--- src/rtl/ahb_lite_master.sv ---
// AHB-Lite initiator: converts a valid/ready request port into single
// (non-burst) AHB-Lite transfers with pipelined address and data phases.
// Each accepted request yields exactly one in-order response strobe.
//
// Request handshake: a request transfers on a rising edge where
// req_valid_i and req_ready_o are both high; req_ready_o depends
// combinationally on hready_i. Responses are a one-cycle strobe with
// no backpressure.
module ahb_lite_master #(
    parameter int AWIDTH = 32,
    parameter int DWIDTH = 32
) (
    input  logic              hclk,
    input  logic              hresetn,
    input  logic              req_valid_i,
    output logic              req_ready_o,
    input  logic              req_write_i,
    input  logic [2:0]        req_size_i,
    input  logic [AWIDTH-1:0] req_addr_i,
    input  logic [DWIDTH-1:0] req_wdata_i,
    output logic              rsp_valid_o,
    output logic [DWIDTH-1:0] rsp_rdata_o,
    output logic              rsp_err_o,
    output logic [AWIDTH-1:0] haddr_o,
    output logic              hwrite_o,
    output logic [2:0]        hsize_o,
    output logic [1:0]        htrans_o,
    output logic [2:0]        hburst_o,
    output logic [DWIDTH-1:0] hwdata_o,
    input  logic [DWIDTH-1:0] hrdata_i,
    input  logic              hready_i,
    input  logic              hresp_i
);

    localparam logic [1:0] HTRANS_IDLE   = 2'b00;
    localparam logic [1:0] HTRANS_NONSEQ = 2'b10;
    localparam logic [2:0] HBURST_SINGLE = 3'b000;

    // Address-phase register
    logic              a_valid;
    logic              a_write;
    logic [2:0]        a_size;
    logic [AWIDTH-1:0] a_addr;
    logic [DWIDTH-1:0] a_wdata;

    // Data-phase register
    logic              d_valid;
    logic              d_write;
    logic [DWIDTH-1:0] d_wdata;

    // Set between the two cycles of an ERROR response; blocks new address phases
    logic              err_hold;

    logic              accept;

    assign req_ready_o = !err_hold && (!a_valid || hready_i);
    assign accept      = req_valid_i && req_ready_o;

    assign htrans_o = (a_valid && !err_hold) ? HTRANS_NONSEQ : HTRANS_IDLE;
    assign haddr_o  = a_addr;
    assign hwrite_o = a_write;
    assign hsize_o  = a_size;
    assign hburst_o = HBURST_SINGLE;
    assign hwdata_o = (d_valid && d_write) ? d_wdata : '0;

    // Address phase: load accepted request, drain when bus advances, hold during error replay
    always_ff @(posedge hclk or negedge hresetn) begin
        if (!hresetn) begin
            a_valid <= 1'b0;
            a_write <= 1'b0;
            a_size  <= 3'b000;
            a_addr  <= '0;
            a_wdata <= '0;
        end else if (accept) begin
            a_valid <= 1'b1;
            a_write <= req_write_i;
            a_size  <= req_size_i;
            a_addr  <= req_addr_i;
            a_wdata <= req_wdata_i;
        end else if (hready_i && !err_hold) begin
            a_valid <= 1'b0;
        end
    end

    // Data phase: takes over the address phase whenever the bus advances
    always_ff @(posedge hclk or negedge hresetn) begin
        if (!hresetn) begin
            d_valid <= 1'b0;
            d_write <= 1'b0;
            d_wdata <= '0;
        end else if (hready_i) begin
            d_valid <= a_valid && !err_hold;
            d_write <= a_write;
            d_wdata <= a_wdata;
        end
    end

    // Error hold: first ERROR cycle sets it, the completing second cycle clears it
    always_ff @(posedge hclk or negedge hresetn) begin
        if (!hresetn) begin
            err_hold <= 1'b0;
        end else if (hready_i) begin
            err_hold <= 1'b0;
        end else if (d_valid && hresp_i) begin
            err_hold <= 1'b1;
        end
    end

    // Response strobe for the data phase that completes on this edge
    always_ff @(posedge hclk or negedge hresetn) begin
        if (!hresetn) begin
            rsp_valid_o <= 1'b0;
            rsp_rdata_o <= '0;
            rsp_err_o   <= 1'b0;
        end else if (d_valid && hready_i) begin
            rsp_valid_o <= 1'b1;
            rsp_rdata_o <= d_write ? '0 : hrdata_i;
            rsp_err_o   <= hresp_i;
        end else begin
            rsp_valid_o <= 1'b0;
            rsp_rdata_o <= '0;
            rsp_err_o   <= 1'b0;
        end
    end

endmodule

--- config.mk ---
export PLATFORM = sky130hd
export DESIGN_NAME = ahb_lite_master
export DESIGN_NICKNAME = d
export VERILOG_FILES = /design/src/rtl/ahb_lite_master.sv
export SDC_FILE = /design/constraint.sdc
export NUM_CORES = 1
export LEC_CHECK = 0
export ABC_AREA = 1
export CORE_MARGIN = 5
export CORE_UTILIZATION = 55
export CTS_CLUSTER_SIZE = 8
export DETAILED_ROUTE_END_ITERATION = 6
export DONT_BUFFER_PORTS = 1
export PLACE_DENSITY_LB_ADDON = 0.05
export SKIP_CTS_REPAIR_TIMING = 1
export SYNTH_ARGS = -nofsm -noshare
export SYNTH_HDL_FRONTEND = slang
export SYNTH_SLANG_ARGS = --single-unit
export TNS_END_PERCENT = 50
--- constraint.sdc ---
create_clock -name hclk -period 2.2 [get_ports hclk]
set_clock_uncertainty 0.1 [all_clocks]
set_input_delay 0.66 -clock hclk [delete_from_list [all_inputs] [get_ports hclk]]
set_output_delay 0.66 -clock hclk [all_outputs]
set_load 0.005 [all_outputs]
==> impl_metrics.json, run 1 <==
{
  "outcome": "finished with violations",
  "violations": "hold timing",
  "instances_no_fill": 739,
  "cts.sinks": 138,
  "insertion_delay_ns": 0.52,
  "cts.path.max_buffers": 2,
  "ir_worst_vdd_v": 0.000558,
  "final_nets": 700,
  "grt_usage_pct": 22.2,
  "drcViolationCount": 0,
  "core_area_sq_um": 9770,
  "ys.warnings.count": 0,
  "grt_max_degree": 139,
  "period_share_pct": 98.8,
  "io_pins": 213,
  "path_depth": 4,
  "rsz0062_at_grt": "yes",
  "synth_cell_type_count": 16,
  "met1Wirelength_um": 5050,
  "cp_slowest_cell": "dfrtp_2",
  "power_density_nw_per_um2": 1120,
  "synth_compound_area_share_pct": 3.27,
  "hp-class": "in2async",
  "timing.rr.end": "haddr_o[26]",
  "internal_power_uw": 5090,
  "grt_pass1_wl_um": 20200,
  "met2_length_um": 6490,
  "p_comb_share_pct": 12.9,
  "clk_pin_slew_ns": 0.06,
  "postSynthCellCount": 606,
  "vias": 3974,
  "synth_mux_area_share_pct": 0,
  "viasPerCell": 5.38,
  "cp-end-kind": "output pin",
  "place_congestion": 0.723,
  "switching_power_uw": 1910,
  "timing_hold_violations_final": 138,
  "cts_buffers": 17,
  "switching_share_pct": 27.3,
  "num_rows": 36,
  "syn_area_per_cell_sq_um": 9.08,
  "wl_per_cell_um": 17.9,
  "worstSetupPathType": "reg2out",
  "crit_path_cell_trace": "nand2_4 -> buf_12 -> nor2_1 -> buf_4",
  "synth_seq_area_share_pct": 62.7,
  "worstPathArrival_ns": 1.41,
  "final-setup-viol-count": 0,
  "portBuffers": 0,
  "timing.hold.ws_ns": -0.270,
  "cpLargestDelayFamily": "flip-flops",
  "reg2reg_from": "a_valid",
  "die_h_um": 110,
  "drive_above_1_share_pct": 11.7,
  "synth_adder_area_share_pct": 0,
  "reg2reg_depth": 5,
  "p_leak_uw": 0.00320,
  "cp_max_fo": 8,
  "grt_antenna_before_repair": 0,
  "synth.cell_area_sq_um": 5510,
  "dr.pass1.iters": 5,
  "dpl.cell_count": 707,
  "critPathLaunchType": "flop",
  "synth-xor-area-share_pct": 0,
  "max_stage_delay_ns": 0.44,
  "cap_viol_max_count": 0,
  "fp.dieW_um": 110,
  "overflow": 0,
  "yosys.area_share.simple_pct": 26.8,
  "ys_seq_elements": 138,
  "timing.fmax_mhz": 460,
  "start_util_pct": 56.3,
  "pwr-share-clk_pct": 40.3,
  "die-area_sq_um": 12100,
  "wl_met3_um": 1530,
  "clockRootBuffer": "clkbuf_8",
  "hpwlAfterDp_um": 8330,
  "diodes": 0,
  "pwr-share-seq_pct": 46.9,
  "htree_num_levels": 4,
  "grt_pass1_vias": 3898,
  "final_cell_mix": "207 x nand2_1, 137 x dfrtp_1, 68 x nand4_1, 48 x nor2_1, 35 x inv_1",
  "path_buf_inv": 2,
  "synth_top_family_by_area": "simple AND/OR/NAND/NOR gates",
  "critical_path_required_ns": 1.44,
  "wl_um": 13200,
  "ant_nets": 0,
  "maxSlewViolCount": 0,
  "area_growth_pct": 13.6,
  "cts_tree": "built",
  "final_common_cell": "nand2_1",
  "drt_iter0_markers": 280,
  "top_layer": "met4",
  "fin_crit_ns": 2.17,
  "finalSetupTns_ns": 0,
  "rrSetupSlack_ns": 0.78
}
registers in the layout, indices dropped and copies added, names as in the netlist:
register / cells
rsp_valid_o: 1
rsp_err_o: 1
haddr_o: 32
d_write: 1
a_valid: 1
d_wdata: 32
hwrite_o: 1
a_wdata: 32
err_hold: 1
rsp_rdata_o: 32
d_valid: 1
hsize_o: 3
layer usage:
metal  GRT usage (%)  vias up
met5               0        -
met4            7.57        0
met3            10.3       13
met2            34.9      167
met1            27.0     1892
li1                -     1902
power groups by stage:
stage	clock network, uW	logic (uW)	registers (uW)
detailed placement	0	851	3320
finish	2820	900	3280
global route	3000	1050	3340
CTS	2870	853	3290
floorplan	0	717	3240
global placement	0	813	3320
how the worst max path moves through the flow:
stage	from	endpoint	slack (ns)
2_1_floorplan	hready_i	req_ready_o	0.47
3_3_place_gp	hready_i	a_wdata[25]	0.52
3_5_place_dp	hready_i	haddr_o[10]	0.47
4_1_cts	d_valid	hwdata_o[2]	-0.07
5_1_grt	d_valid	hwdata_o[1]	-0.04
6_report	d_valid	hwdata_o[3]	0.03
synthesized netlist by cell type:
library cell	instances	area, sq um
dfrtp_1	138	3450
clkbuf_1	17	63.8
buf_2	17	85.1
buf_6	2	22.5
inv_1	35	131
nand3_2	1	10.0
a21oi_1	2	10.0
nand4_1	68	425
inv_2	2	7.51
nand2_1	208	781
o21ai_0	34	170
nand2_4	1	11.3
conb_1	1	3.75
nor2_1	66	248
buf_4	8	60.1
buf_1	6	22.5
stage by stage:
stage / area, sq um / setup WS [ns] / utilization (%) / total power [uW] / hold slack, ns
final: 6250 / 0.0254 / 64.0 / 7000 / -0.270
after global routing: 6250 / -0.0352 / 64.0 / 7390 / -0.296
after CTS: 6140 / -0.0668 / 62.8 / 7010 / -0.289
after detailed placement: 5550 / 0.473 / 56.8 / 4170 / 0.268
after global placement: 5550 / 0.516 / 56.8 / 4130 / 0.269
after floorplan: 5520 / 0.467 / - / 3950 / 0.264
cells by family after synthesis:
logic type | after synthesis
AO/OA/AOI/OAI | 36
other | 1
flip-flops | 138
AND/OR/NAND/NOR | 344
buffers and inverters | 87
cell type report:
cell class	instances	area [sq um]
Fill cell	828	3520
Sequential cell	138	3450
Multi-Input combinational cell	384	1730
Clock buffer	19	442
Timing Repair Buffer	17	179
Tap cell	133	166
Clock inverter	11	145
Inverter	37	139
Power figures use the tool's default switching activity.
==> run 2: changes to the inputs <==
--- a/constraint.sdc
+++ b/constraint.sdc
@@ -3,3 +3,3 @@
 set_input_delay 0.66 -clock hclk [delete_from_list [all_inputs] [get_ports hclk]]
 set_output_delay 0.66 -clock hclk [all_outputs]
-set_load 0.005 [all_outputs]
+set_load 0.01 [all_outputs]
==> run 2 against run 1 <==
  * Global-route usage decreased by 0.44 points
  * Sequential cell count unchanged
  * Worst setup slack got worse by 0.053 ns
  * Core utilization increased by 1.7 points
  * Critical endpoint is now hwdata_o[6]
  * Largest power group unchanged
  * Final cell count increased by 4.1%
  * The flow finishes with violations (hold timing, setup timing)
  * Highest routed layer unchanged
  * Register-to-register slack got worse by 0.04 ns
  * First-iteration DRC count increased by 10%
  * Power increased by 0.21%
==> impl_metrics.json, run 2 (synthesis gave the netlist of run 1 again) <==
{
  "fillers": 814,
  "area_growth_pct": 16.6,
  "dpl.cell_count": 733,
  "multi_input_area_sq_um": 1710,
  "layout_setup_ws_ns": -0.0274,
  "final_common_cell": "nand2_1",
  "overflow": 0,
  "htree_num_levels": 4,
  "grt_pass1_vias": 3928,
  "worstPathArrival_ns": 1.47,
  "num_rows": 36,
  "io_pins": 213,
  "ant_nets": 0,
  "ir_worst_vdd_v": 0.000501,
  "timing.hold.ws_ns": -0.255,
  "fin_crit_ns": 2.23,
  "drt_iter0_markers": 309,
  "critPathLaunchType": "flop",
  "grt_max_degree": 139,
  "diodes": 0,
  "seq_area_sq_um": 3450,
  "cp_slowest_cell": "dfrtp_1",
  "die_h_um": 110,
  "vias": 4101,
  "viasPerCell": 5.33,
  "power_density_nw_per_um2": 1090,
  "hp-class": "in2async",
  "timing.rr.end": "a_wdata[29]",
  "drcViolationCount": 0,
  "rrSetupSlack_ns": 0.74,
  "final_cell_mix": "207 x nand2_1, 138 x dfrtp_1, 68 x nand4_1, 53 x nor2_1, 39 x buf_4",
  "placed_cell_area_sq_um": 5750,
  "path_buf_inv": 2,
  "p_leak_uw": 0.00332,
  "cts.path.max_buffers": 2,
  "timing_hold_violations_final": 138,
  "violations": "hold timing, setup timing",
  "cpLargestDelayFamily": "flip-flops",
  "hpwlAfterDp_um": 8220,
  "clockRootBuffer": "clkbuf_8",
  "cap_viol_max_count": 0,
  "rsz0062_at_grt": "yes",
  "fp.dieW_um": 110,
  "clk_pin_slew_ns": 0.06,
  "max_stage_delay_ns": 0.43,
  "final-setup-viol-count": 28,
  "start_util_pct": 56.3,
  "instances_no_fill": 769,
  "cts.sinks": 138,
  "cts_tree": "built",
  "portBuffers": 0,
  "insertion_delay_ns": 0.51,
  "design_area_sq_um": 6420,
  "drive_above_1_share_pct": 14.6,
  "timing.fmax_mhz": 449,
  "maxSlewViolCount": 0,
  "outcome": "finished with violations",
  "worstSetupPathType": "reg2out",
  "dr.pass1.iters": 5,
  "final_nets": 728,
  "period_share_pct": 101,
  "grt_pass1_wl_um": 20100,
  "grt_usage_pct": 21.7,
  "critical_path_required_ns": 1.44,
  "core_area_sq_um": 9770,
  "utilization_pct": 65.7,
  "wl_um": 13300,
  "die-area_sq_um": 12100,
  "reg2reg_depth": 5,
  "grt_antenna_before_repair": 0,
  "finalSetupTns_ns": -0.432,
  "cp-end-kind": "output pin",
  "cts_buffers": 17,
  "cp_max_fo": 16,
  "place_congestion": 0.758,
  "wl_per_cell_um": 17.3,
  "crit_path_cell_trace": "nand2_4 -> clkbuf_16 -> nor2_1 -> buf_4",
  "reg2reg_from": "a_valid"
}
run 2: final cells by class:
type,count,share of cell area (%)
clock buffers,19,6.57
clock inverters,13,2.28
inverters,37,2.16
multi-input cells,384,26.6
flip-flops and latches,138,53.8
well taps,133,2.59
repair buffers,45,5.96
run 2: how the worst max path moves through the flow:
stage	start	endpoint	slack [ns]	cells after the start
final	d_valid	hwdata_o[6]	-0.03	4
after floorplan	hready_i	req_ready_o	0.40	3
after detailed placement	hready_i	a_wdata[30]	0.43	6
after CTS	d_valid	hwdata_o[18]	-0.06	4
after global routing	d_valid	hwdata_o[27]	-0.11	4
after global placement	hready_i	req_ready_o	0.46	2
run 2: per-stage QoR:
stage | setup WS, ns | hold slack [ns] | power [uW]
floorplan | 0.396 | 0.264 | 4050
global placement | 0.458 | 0.269 | 4260
detailed placement | 0.425 | 0.269 | 4300
CTS | -0.0619 | -0.277 | 7030
global route | -0.115 | -0.288 | 7410
finish | -0.0274 | -0.255 | 7020
run 2: metal layers:
| layer | vias to the layer above | share of wire, % | track usage, % |
|---|---|---|---|
| met1 | 1946 | 39 | 27.1 |
| met3 | 19 | 10 | 9.09 |
| li1 | 1960 | - | - |
| met4 | 0 | 1.9 | 7.57 |
| met2 | 176 | 49 | 34.2 |
| met5 | - | 0 | 0 |
run 2: worst reg2reg max path, delay by kind of cell, from the launching register on:
kind	cells	cell delay (ns)
simple gates	4	0.50
flops	1	0.42
buf+inv	1	0.39
run 2: where the power goes:
part	internal [uW]	total [uW]	switching, uW
clock network	1620	2690	1070
registers	3000	3360	355
logic	357	965	608
==> run 3: changes to the inputs <==
Settings changed: CORE_UTILIZATION 55 to 57.
==> run 3 against run 2 <==
  * The flow finishes with violations (hold timing)
  * Critical path depth stayed put
  * Largest cell class unchanged
  * Combinational power decreased by 0.8%
  * Routed wire length decreased by 1.6%
  * Maximum frequency grew 2.0%
  * Final area is 0.27% lower
==> impl_metrics.json, run 3 (synthesis gave the netlist of run 1 again) <==
{
  "final_common_cell": "nand2_1",
  "io_pins": 213,
  "grt_pass1_wl_um": 20800,
  "clk_pin_slew_ns": 0.06,
  "cp-end-kind": "output pin",
  "layout_setup_ws_ns": 0.0162,
  "timing.hold.ws_ns": -0.253,
  "die_h_um": 108,
  "max_stage_delay_ns": 0.39,
  "cts_buffers": 17,
  "overflow": 0,
  "grt_max_degree": 139,
  "core_area_sq_um": 9330,
  "grt_pass1_vias": 4175,
  "fillers": 762,
  "drive_above_1_share_pct": 13.6,
  "fp.dieW_um": 108,
  "drt_iter0_markers": 292,
  "final_nets": 724,
  "power_density_nw_per_um2": 1110,
  "start_util_pct": 59.0,
  "design_area_sq_um": 6400,
  "utilization_pct": 68.6,
  "rsz0062_at_grt": "yes",
  "cp_slowest_cell": "dfrtp_1",
  "place_ws_ns": 0.387,
  "placed_cell_area_sq_um": 5750,
  "cp_max_fo": 16,
  "num_rows": 35,
  "cts.path.max_buffers": 2,
  "period_share_pct": 99.3,
  "cap_viol_max_count": 0,
  "grt_antenna_before_repair": 0,
  "crit_path_cell_trace": "nand2_4 -> clkbuf_16 -> nor2_1 -> buf_4",
  "drcViolationCount": 0,
  "critical_path_required_ns": 1.44,
  "final-setup-viol-count": 0,
  "critPathLaunchType": "flop",
  "timing.fmax_mhz": 458,
  "cts.sinks": 138,
  "worstPathArrival_ns": 1.42,
  "viasPerCell": 5.39,
  "timing_hold_violations_final": 138,
  "ant_nets": 0,
  "maxSlewViolCount": 0,
  "clockRootBuffer": "clkbuf_8",
  "outcome": "finished with violations",
  "area_growth_pct": 16.3,
  "p_leak_uw": 0.00333,
  "hpwlAfterDp_um": 8350,
  "place_congestion": 0.783,
  "diodes": 0,
  "portBuffers": 0,
  "htree_num_levels": 4,
  "insertion_delay_ns": 0.51,
  "wl_um": 13100,
  "wl_per_cell_um": 17.2,
  "fin_crit_ns": 2.18,
  "ir_worst_vdd_v": 0.000506,
  "final_cell_mix": "207 x nand2_1, 138 x dfrtp_1, 68 x nand4_1, 58 x nor2_1, 37 x buf_4",
  "hp-class": "in2async",
  "die-area_sq_um": 11700,
  "violations": "hold timing",
  "dr.pass1.iters": 4,
  "vias": 4100,
  "cts_tree": "built",
  "grt_usage_pct": 22.8,
  "worstSetupPathType": "reg2out"
}
## run 3: cell types whose count changed in the layout (fill, tap and decap cells not counted), sizes merged
cell      before  now
buf           44   40
inv           39   43
clkinv         4    2
clkbuf        20   19
clkinvlp       5    4
## run 3: worst max-delay path, delay by kind of cell, from the launching register on
kind / cells / cell delay, ns
DFF: 1 / 0.39
buffers and inverters: 2 / 0.33
and+or+nand+nor: 2 / 0.20
## run 3: per-layer routing
metal | GRT usage, % | share of wire, %
met5 | 0 | 0
met4 | 7.57 | 1.9
met3 | 9.13 | 10
met2 | 37.2 | 50
met1 | 27.8 | 38
## run 3: path summary, 6_finish.rpt
| path | from | endpoint | slack [ns] | depth (start not counted) |
|---|---|---|---|---|
| worst max-delay path | d_write | hwdata_o[31] | 0.02 | 4 |
| worst min-delay path | hresetn | d_wdata[12] | -0.25 | 0 |
| worst max register to register | a_valid | a_wdata[10] | 0.71 | 5 |
| worst min register to register | a_wdata[4] | a_wdata[4] | 0.37 | 2 |
| max in group asynchronous | hresetn | d_wdata[8] | 2.00 | 0 |
| min in group hclk | hready_i | err_hold | 0.15 | 1 |
## run 3: final cells by class
cell class / instances / area, sq um / share of cell area (%)
clock buffer: 18 / 428 / 6.68
timing repair buffer: 41 / 363 / 5.67
tap: 129 / 161 / 2.52
inverter: 37 / 139 / 2.17
sequential: 138 / 3450 / 53.9
multi-input combinational: 384 / 1700 / 26.5
clock inverter: 14 / 160 / 2.50
## run 3: where the power goes
group          internal (uW)  leakage [uW]  switching, uW
clock                   1670      0.000276           1100
sequential              3000       0.00176            350
combinational            350       0.00130            607
## run 3: through the flow
stage                     TNS [ns]  power [uW]  hold slack (ns)  instances
after global placement           0        4270            0.269        727
after global routing        -0.995        7470           -0.288        761
after detailed placement         0        4320            0.268        727
after floorplan                  0        4050            0.264        609
final                            0        7080           -0.253        761
after CTS                   -0.866        7100           -0.277        759
